<file path="src/rtl/sample_sequencer_if.sv">
// sample_sequencer_if: processor read port of the sample sequencer.
// Four-phase request/valid handshake carrying one 64-bit FIFO entry.
interface sample_sequencer_if;
   logic        rd_req;
   logic        rd_valid;
   logic [31:0] rd_data_h;
   logic [31:0] rd_data_l;

   modport master (
      output rd_req,
      input  rd_valid,
      input  rd_data_h,
      input  rd_data_l
   );

   modport slave (
      input  rd_req,
      output rd_valid,
      output rd_data_h,
      output rd_data_l
   );
endinterface

</file>
<file path="src/rtl/sample_sequencer.sv">
// sample_sequencer: paces sample_clk, captures {in_h,in_l} once per period
// into a FIFO and releases entries over a four-phase req/valid handshake.
module sample_sequencer #(
   parameter int DIV_WIDTH  = 16,
   parameter int FIFO_DEPTH = 8
) (
   input  logic                         clk_clk,
   input  logic                         reset_reset,
   input  logic                         cfg_enable,
   input  logic [DIV_WIDTH-1:0]         cfg_period,
   input  logic                         cfg_clear,
   input  logic [31:0]                  in_h,
   input  logic [31:0]                  in_l,
   output logic                         sample_clk,
   sample_sequencer_if.slave            rd,
   output logic [$clog2(FIFO_DEPTH):0]  fifo_count,
   output logic                         overflow
);
   localparam int AW = $clog2(FIFO_DEPTH);
   localparam logic [AW:0] FULL_CNT = (AW+1)'(FIFO_DEPTH);

   typedef enum logic [1:0] {
      IDLE,
      PRESENT,
      DROP
   } hs_state_t;

   logic [DIV_WIDTH-1:0] ph;
   logic [DIV_WIDTH-1:0] period_q;
   logic [DIV_WIDTH-1:0] period_in;
   logic [DIV_WIDTH-1:0] half;
   logic                 capture;

   assign period_in = (cfg_period < DIV_WIDTH'(4)) ? DIV_WIDTH'(4)
                                                   : cfg_period;
   assign half      = period_q >> 1;
   assign capture   = cfg_enable && (ph == half);

   // period_q only reloads at a wrap or while idle, so a new
   // cfg_period never stretches or truncates a running period.
   always_ff @(posedge clk_clk) begin
      if (reset_reset) begin
         ph         <= '0;
         period_q   <= period_in;
         sample_clk <= 1'b0;
      end else if (!cfg_enable) begin
         ph         <= '0;
         period_q   <= period_in;
         sample_clk <= 1'b0;
      end else begin
         sample_clk <= (ph < half);
         if (ph == period_q - DIV_WIDTH'(1)) begin
            ph       <= '0;
            period_q <= period_in;
         end else begin
            ph <= ph + DIV_WIDTH'(1);
         end
      end
   end

   logic [63:0] mem [FIFO_DEPTH];
   logic [AW:0] wr_ptr;
   logic [AW:0] rd_ptr;
   logic        empty;
   logic        full;
   logic        push;
   logic        pop;
   logic        wr_en;

   assign empty = (fifo_count == '0);
   assign full  = (fifo_count == FULL_CNT);
   assign push  = capture && !cfg_clear;
   assign wr_en = push && (!full || pop);

   always_ff @(posedge clk_clk) begin
      if (reset_reset || cfg_clear) begin
         wr_ptr     <= '0;
         rd_ptr     <= '0;
         fifo_count <= '0;
         overflow   <= 1'b0;
      end else begin
         if (wr_en) wr_ptr <= wr_ptr + (AW+1)'(1);
         if (pop)   rd_ptr <= rd_ptr + (AW+1)'(1);
         fifo_count <= fifo_count + (AW+1)'(wr_en) - (AW+1)'(pop);
         if (push && full && !pop) overflow <= 1'b1;
      end
   end

   always_ff @(posedge clk_clk) begin
      if (wr_en) mem[wr_ptr[AW-1:0]] <= {in_h, in_l};
   end

   hs_state_t state;
   hs_state_t state_n;

   always_ff @(posedge clk_clk) begin
      if (reset_reset) state <= IDLE;
      else             state <= state_n;
   end

   always_comb begin
      state_n = state;
      pop     = 1'b0;
      unique case (state)
         IDLE: begin
            if (rd.rd_req && !empty) begin
               pop     = 1'b1;
               state_n = PRESENT;
            end
         end
         PRESENT: begin
            if (!rd.rd_req) state_n = DROP;
         end
         DROP:    state_n = IDLE;
         default: state_n = IDLE;
      endcase
   end

   // A full-FIFO pop reads the slot before the same-cycle write lands.
   always_ff @(posedge clk_clk) begin
      if (reset_reset) begin
         rd.rd_valid  <= 1'b0;
         rd.rd_data_h <= '0;
         rd.rd_data_l <= '0;
      end else begin
         rd.rd_valid <= (state_n == PRESENT);
         if (pop) begin
            {rd.rd_data_h, rd.rd_data_l} <= mem[rd_ptr[AW-1:0]];
         end
      end
   end
endmodule

</file>
<file path="src/flat_wrapper.sv">
// flat-port wrapper written by rule: the top's interface ports become plain ports
module sample_sequencer_flat 
#(
   parameter int DIV_WIDTH  = 16,
   parameter int FIFO_DEPTH = 8
)
  (clk_clk, reset_reset, cfg_enable, cfg_period, cfg_clear, in_h, in_l, sample_clk, fifo_count, overflow, rd_rd_req, rd_rd_valid, rd_rd_data_h, rd_rd_data_l);
  sample_sequencer_if rd_i ();
  input  logic clk_clk;
  input  logic reset_reset;
  input  logic cfg_enable;
  input  logic [DIV_WIDTH-1:0] cfg_period;
  input  logic cfg_clear;
  input  logic [31:0] in_h;
  input  logic [31:0] in_l;
  output logic sample_clk;
  output logic [$clog2(FIFO_DEPTH):0] fifo_count;
  output logic overflow;
  input wire logic [$bits(rd_i.rd_req)-1:0] rd_rd_req;
  output wire logic [$bits(rd_i.rd_valid)-1:0] rd_rd_valid;
  output wire logic [$bits(rd_i.rd_data_h)-1:0] rd_rd_data_h;
  output wire logic [$bits(rd_i.rd_data_l)-1:0] rd_rd_data_l;
  assign rd_i.rd_req = rd_rd_req;
  assign rd_rd_valid = rd_i.rd_valid;
  assign rd_rd_data_h = rd_i.rd_data_h;
  assign rd_rd_data_l = rd_i.rd_data_l;
  sample_sequencer #(.DIV_WIDTH(DIV_WIDTH), .FIFO_DEPTH(FIFO_DEPTH)) u_core (.clk_clk(clk_clk), .reset_reset(reset_reset), .cfg_enable(cfg_enable), .cfg_period(cfg_period), .cfg_clear(cfg_clear), .in_h(in_h), .in_l(in_l), .sample_clk(sample_clk), .rd(rd_i), .fifo_count(fifo_count), .overflow(overflow));
endmodule
</file>
<file path="config.mk">
export PLATFORM = sky130hd
export DESIGN_NAME = sample_sequencer_flat
export DESIGN_NICKNAME = d
export VERILOG_FILES = /design/src/rtl/sample_sequencer_if.sv /design/src/rtl/sample_sequencer.sv /design/src/flat_wrapper.sv
export SDC_FILE = /design/constraint.sdc
export NUM_CORES = 1
export LEC_CHECK = 0
export ABC_AREA = 0
export CAP_MARGIN = 20
export CORE_AREA = 5 5 226 228
export DETAILED_ROUTE_END_ITERATION = 7
export DIE_AREA = 0 0 231 233
export GPL_ROUTABILITY_DRIVEN = 0
export GPL_TIMING_DRIVEN = 0
export PLACE_DENSITY = 0.74
export SLEW_MARGIN = 10
export SYNTH_ARGS = -nofsm -noshare
export SYNTH_HDL_FRONTEND = slang
export SYNTH_SLANG_ARGS = --single-unit
</file>
<file path="constraint.sdc">
create_clock -name clk_clk -period 10.4 [get_ports clk_clk]
set_input_delay 1.04 -clock clk_clk [delete_from_list [all_inputs] [get_ports clk_clk]]
set_output_delay 1.04 -clock clk_clk [all_outputs]
set_load 0.02 [all_outputs]
</file>
## After elaboration in Yosys (flattened, before gate mapping)

Memories as Yosys holds them, arrays and structs flattened. A register that Yosys moved wholly into a read port is not among the register bits.
Cells that the tools add are included.

- Word-level logic and storage cells: 52
- Output and inout port bits: 71
- Memory bits (writable): 512
- Register bits after elaboration: 49
- Bits of input ports: 85
- Memories: 1

Memory list:

| memory | depth | bits a word | read ports | clocked after memory_dff | wr ports | line | text |
|---|---|---|---|---|---|---|---|
| u_core.mem | 8 | 64 | 1 | 1 | 1 | sample_sequencer.sv:61 | `logic [63:0] mem [FIFO_DEPTH];` |

- $add $sub $neg: 6
- Reductions and logical operators: 16
- Eq/ne operators: 6
- Bitwise logic cells: 1
- Mux-type cells: 11
- Order comparisons: 2

Operators with widths:

| operator | count |
|---|---|
| 16-bit 2-to-1 mux | 4 |
| 16-bit by 1-bit adder with 16-bit output, second input constant | 1 |
| 16-bit by 15-bit == test with 1-bit output | 1 |
| 16-bit == test | 1 |
| 16-bit by 15-bit less-than comparator with 1-bit output | 1 |
| 16-bit by 3-bit less-than comparator with 1-bit output, second input constant | 1 |
| 16-bit by 1-bit subtractor with 16-bit output, second input constant | 1 |
| 4-bit by 1-bit adder with 4-bit output, second input constant | 2 |
| 1-bit logical AND | 6 |
| 4-bit by 1-bit adder with 4-bit output | 1 |
| 2-bit by 1-bit == test with 1-bit output, second input constant | 2 |
| 4-bit == test, second input constant | 1 |
| 1-bit logical NOT | 4 |
| 4-bit logical NOT | 1 |
| 1-bit 2-to-1 mux | 4 |
| 2-bit 2-to-1 mux | 2 |
| 2-bit one-hot mux with 2 select lines | 1 |
| 4-bit by 1-bit subtractor with 4-bit output | 1 |
| 3-bit by 2-bit != test with 1-bit output, second input constant | 1 |
| 3-bit OR reduction | 1 |
| 2-bit logical NOT | 1 |
| 1-bit logical OR | 2 |
| 2-bit OR reduction | 1 |
| 1-bit inverter | 1 |

## Logic depth before layout (Yosys ltp)

- Word-level depth: 9
- Mapped depth: 13
- Mapped depth without buffers: 11

## Worst setup path before layout

No wires, ideal clock.

- Path type: input -> register
- From: input rd_rd_req
- To: memory u_core.mem[0][0], enable pin
- Path slack: 3452 ps
- Path buffers: 0
- Arrival time: 6383 ps
- Setup time: 565 ps
- Required time: 9835 ps
- Stages on the path: 6
- Cells stage by stage: inv_1 a2111o_1 inv_2 o211ai_1 or2_2 nor3_1

- Longest elaborated chain between the ends: 7

Ends and longest elaborated chain:

| item | line | text |
|---|---|---|
| start: declaration | flat_wrapper.sv:19 | `input wire logic [$bits(rd_i.rd_req)-1:0] rd_rd_req;` |
| 1-bit logical AND | sample_sequencer.sv:106 | `if (rd.rd_req && !empty) begin` |
| 1-bit 2-to-1 mux | sample_sequencer.sv:106 |  |
| 1-bit 2-to-1 mux | sample_sequencer.sv:104 | `unique case (state)` |
| 1-bit logical OR | sample_sequencer.sv:73 | `assign wr_en = push && (!full \|\| pop);` |
| 1-bit logical AND | sample_sequencer.sv:73 |  |
| 1-bit 2-to-1 mux | sample_sequencer.sv:90 | `if (wr_en) mem[wr_ptr[AW-1:0]] <= {in_h, in_l};` |
| 1-bit 2-to-1 mux (not written as such) | sample_sequencer.sv:90 |  |
| end: declaration | sample_sequencer.sv:61 |  |

Every way passes these cells.

## Worst setup path after layout

- From: input rd_rd_req
- To: register u_core.fifo_count[2]

- Longest elaborated chain between the ends: 7

Ends and longest elaborated chain:

| item | line | text |
|---|---|---|
| 1-bit logical AND (*) | sample_sequencer.sv:106 |  |
| 1-bit 2-to-1 mux (*) | sample_sequencer.sv:106 |  |
| 1-bit 2-to-1 mux (*) | sample_sequencer.sv:104 |  |
| 1-bit logical OR | sample_sequencer.sv:73 |  |
| 1-bit logical AND | sample_sequencer.sv:73 |  |
| 4-bit by 1-bit adder with 4-bit output | sample_sequencer.sv:84 | `fifo_count <= fifo_count + (AW+1)'(wr_en) - (AW+1)'(pop);` |
| 4-bit by 1-bit subtractor with 4-bit output (*) | sample_sequencer.sv:84 |  |
| end signal: assignment | sample_sequencer.sv:84 |  |
| end: declaration | sample_sequencer.sv:16 | `output logic [$clog2(FIFO_DEPTH):0] fifo_count,` |

Mark *: on every way between the ends. The rest lies on a longest branch, timed or not.
A chain may end at the register's enable or synchronous reset.

==> impl_metrics.tcl <==
set metrics [dict create \
    min_path_cells 1 \
    dp_hpwl_mm 33.98 \
    grt_pass1_vias 13060 \
    postCtsHoldBufs 0 \
    grt_pass1_wl_mm 79.21 \
    p_clk_frac 0.362 \
    end_kind "flip-flop" \
    cts_root_buffer "clkbuf_16" \
    status "completed" \
    cp_max_fo 10 \
    vdd_ir_drop_max_v 0.0001505 \
    combPwrFrac 0.161 \
    seqPwrFrac 0.478 \
    hp-class "flip-flop to flip-flop" \
    antenna_left 0 \
    cts.sinks 623 \
    antenna_found_initial 7 \
    drtIter0Drc 1162 \
    cap_violations 0 \
    synthSimpleGateAreaFrac 0.03746 \
    nNetsFinal 1632 \
    start_util 0.4936 \
    syn_area_sq_mm 0.02401 \
    synth_edf_count 528 \
    setup_viol_count_final 0 \
    min_period_over_period 0.4118 \
    gr-usage-met1 0.2648 \
    worstMarginPinSlew_ns 1.018 \
    crit_required_ns 10.89 \
    ys_ff_latch 623 \
    clk_pin_slew_ns 0.06 \
    intPower_mw 4.588 \
    synthTopCellsByArea "edfxtp_1 66%, mux4_2 12%, dfxtp_1 7.9%, mux2i_1 2.7%, a211oi_1 2.1%" \
    critPathLaunchType "input port" \
    yosysTopAreaCellShare 0.6602 \
    r2r_cells 12 \
    die_area_sq_mm 0.05382 \
    yosysSeqAreaShare 0.7394 \
    cts_buffers 60 \
    hp-start "u_core.state[1]" \
    synth_nets 1383 \
    io_pins 156 \
    portBuffers 154 \
    drt_pass1_iterations 5 \
    slew_viol_final 0 \
    synth_xor_area_frac 0.01277 \
    post_cts_buffers 0 \
    synth_top_cell_by_area "edfxtp_1" \
    final_util 0.5950 \
    startpoint "rd_rd_req" \
    fin_tns_setup_ns 0 \
    total_power_mw 6.125 \
    core_sq_mm 0.04865 \
    clock_latency_ns 0.63 \
    arrival_ns 4.78 \
    power_density_mw_per_mm2 211.6 \
    cts.htree.levels 2 \
    die_h_microns 233 \
    synthCells 1272 \
    grt.busiest_layer "met2" \
    wirelength_mm 51.83 \
    hold_viol 0 \
    grt_start_max_net_pins 24 \
    grt_remaining_overflow 0 \
    ctsResizeCount 0 \
    cts_tree "built" \
    layout-drive-gt1-share 0.1799 \
    critical_path_class "input port to flip-flop" \
    worst_slack_ns 6.117 \
    yosysWarnings 0 \
    fin_skew_ns 0.02622 \
    p_leak_nw 9.022 \
    via_per_inst 5.708 \
    routedWlPerCell_microns 23.60 \
    dp_slack_ns 5.458 \
    grt_util_met2 0.3242 \
    fin_crit_ns 4.283 \
    switching_power_mw 1.537 \
    rsz0062_at_grt "no" \
    synthAdderAreaFrac 0.01386 \
    syn_area_per_cell_sq_um 18.88 \
    grt_use_total 0.1942 \
    hold_slack_ns 0.4543 \
    synth_cell_type_count 50 \
    synth_top_family_by_area "multiplexers" \
    switching_share 0.2510 \
    drcViolationCount 0 \
    ys.flop_type "edfxtp_1" \
    r2r-start "u_core.period_q[13]" \
    synth_compound_area_frac 0.03157 \
    grt_use_met3 0.04063 \
    ys_async_sr_fraction 0 \
    die_width_microns 231 \
    area_growth_pct 20.52 \
    clockBufferDepth 3 \
    max-slew-margin-rel 0.3215 \
    fp-row-count 81 \
    fmax_mhz 233.5 \
    synthMuxAreaShare 0.1476 \
    vias 12540 \
]
[state kept, by name (all words and copies together) (netlist names)]
register             flops
u_core.mem             512
u_core.rd.rd_data_h     32
u_core.rd.rd_data_l     32
u_core.period_q         16
u_core.ph               16
u_core.fifo_count        4
u_core.rd_ptr            3
u_core.wr_ptr            3
u_core.state             2
u_core.overflow          1
u_core.rd.rd_valid       1
u_core.sample_clk        1
[cell type report]
cell class,instances,area (sq um)
fill,3487,19700
sequential,623,17760
multi-input combinational,544,5897
timing repair buffer,187,2038
clock buffer,88,1792
tap,622,778.2
buffer,76,306.5
clock inverter,26,262.8
inverter,29,108.9
antenna,1,2.502
[power groups by stage]
| stage | combinational, mW | sequential (mW) | clock [mW] |
|---|---|---|---|
| floorplan | 0.424 | 3.10 | 0 |
| global placement | 0.975 | 2.97 | 0 |
| detailed placement | 0.996 | 2.98 | 0 |
| CTS | 1.00 | 2.93 | 2.25 |
| global route | 1.07 | 2.94 | 2.36 |
| finish | 0.984 | 2.93 | 2.21 |
[kinds of logic (layout without fill, tap and decap cells)]
kind of cell / Yosys count / after routing
other: 0 / 1
AND/OR/NAND/NOR: 185 / 185
buffers and inverters: 105 / 406
adder cells (fa/ha/maj): 26 / 26
XOR/XNOR: 35 / 35
flip-flops: 623 / 623
multiplexers: 194 / 194
AO/OA/AOI/OAI: 104 / 104
[metal layers]
metal / share of wire / routed length, microns
met5: 0.0014 / 74
met4: 0.020 / 1045
met3: 0.067 / 3468
met2: 0.49 / 25420
met1: 0.42 / 21820
[path summary, 6_finish.rpt]
check                         end  slack, ns
max          u_core.fifo_count[2]       6.12
min               u_core.state[1]       0.45
max reg2reg     u_core.mem[1][46]       6.34
min reg2reg       u_core.state[1]       0.45
[through the flow]
step	instance area, sq um	instances
2_1_floorplan	24010	1272
3_3_place_gp	26330	2048
3_5_place_dp	26890	2081
4_1_cts	28940	2195
5_1_grt	28940	2196
6_report	28940	2196
[cell usage after synthesis, types with 2 or more instances]
master and number:
nor2b_1 2, and2_1 3, nand3_1 9, or3_1 2, xor2_1 22, dfxtp_1 95
clkbuf_1 55, a31oi_1 2, o22ai_1 2, or4_1 2, mux2i_1 65, inv_1 28
o211ai_1 2, o21ai_0 7, buf_2 10, nor4b_1 2, a21o_1 4, nor3_1 20
xnor2_1 13, nand2_1 17, a21oi_1 13, a211oi_1 67, mux4_2 128, nand3b_1 2
nor2_1 89, nor4_1 9, nand2b_1 7, nand4b_1 3, or2_2 3, buf_1 9
a2111o_1 2, nand4_1 4, edfxtp_1 528, ha_1 25, and3_1 6
[placed cells by master, fill, tap and decap left out, drive strengths merged, types with 13 or more instances in the layout]
cell,netlist,final
edfxtp,528,528
clkdlybuf4s50,0,154
clkbuf,56,144
mux4,128,128
dfxtp,95,95
nor2,89,89
a211oi,67,67
mux2i,65,65
buf,20,53
inv,29,33
ha,25,25
xor2,22,22
nor3,20,20
nand2,17,17
clkinv,0,17
xnor2,13,13
a21oi,13,13
[critical path, cell delays in order]
cell and delay, ns:
clkdlybuf4s50_1 0.50, inv_1 0.05, a2111o_1 0.39, inv_2 0.28, clkbuf_1 0.80, clkbuf_1 0.50
ha_1 0.33, inv_1 0.06, ha_1 0.16, inv_1 0.06, fa_1 0.37, xor2_1 0.17
nor2_1 0.05
Note: power is estimated with default switching activity, not from simulation.
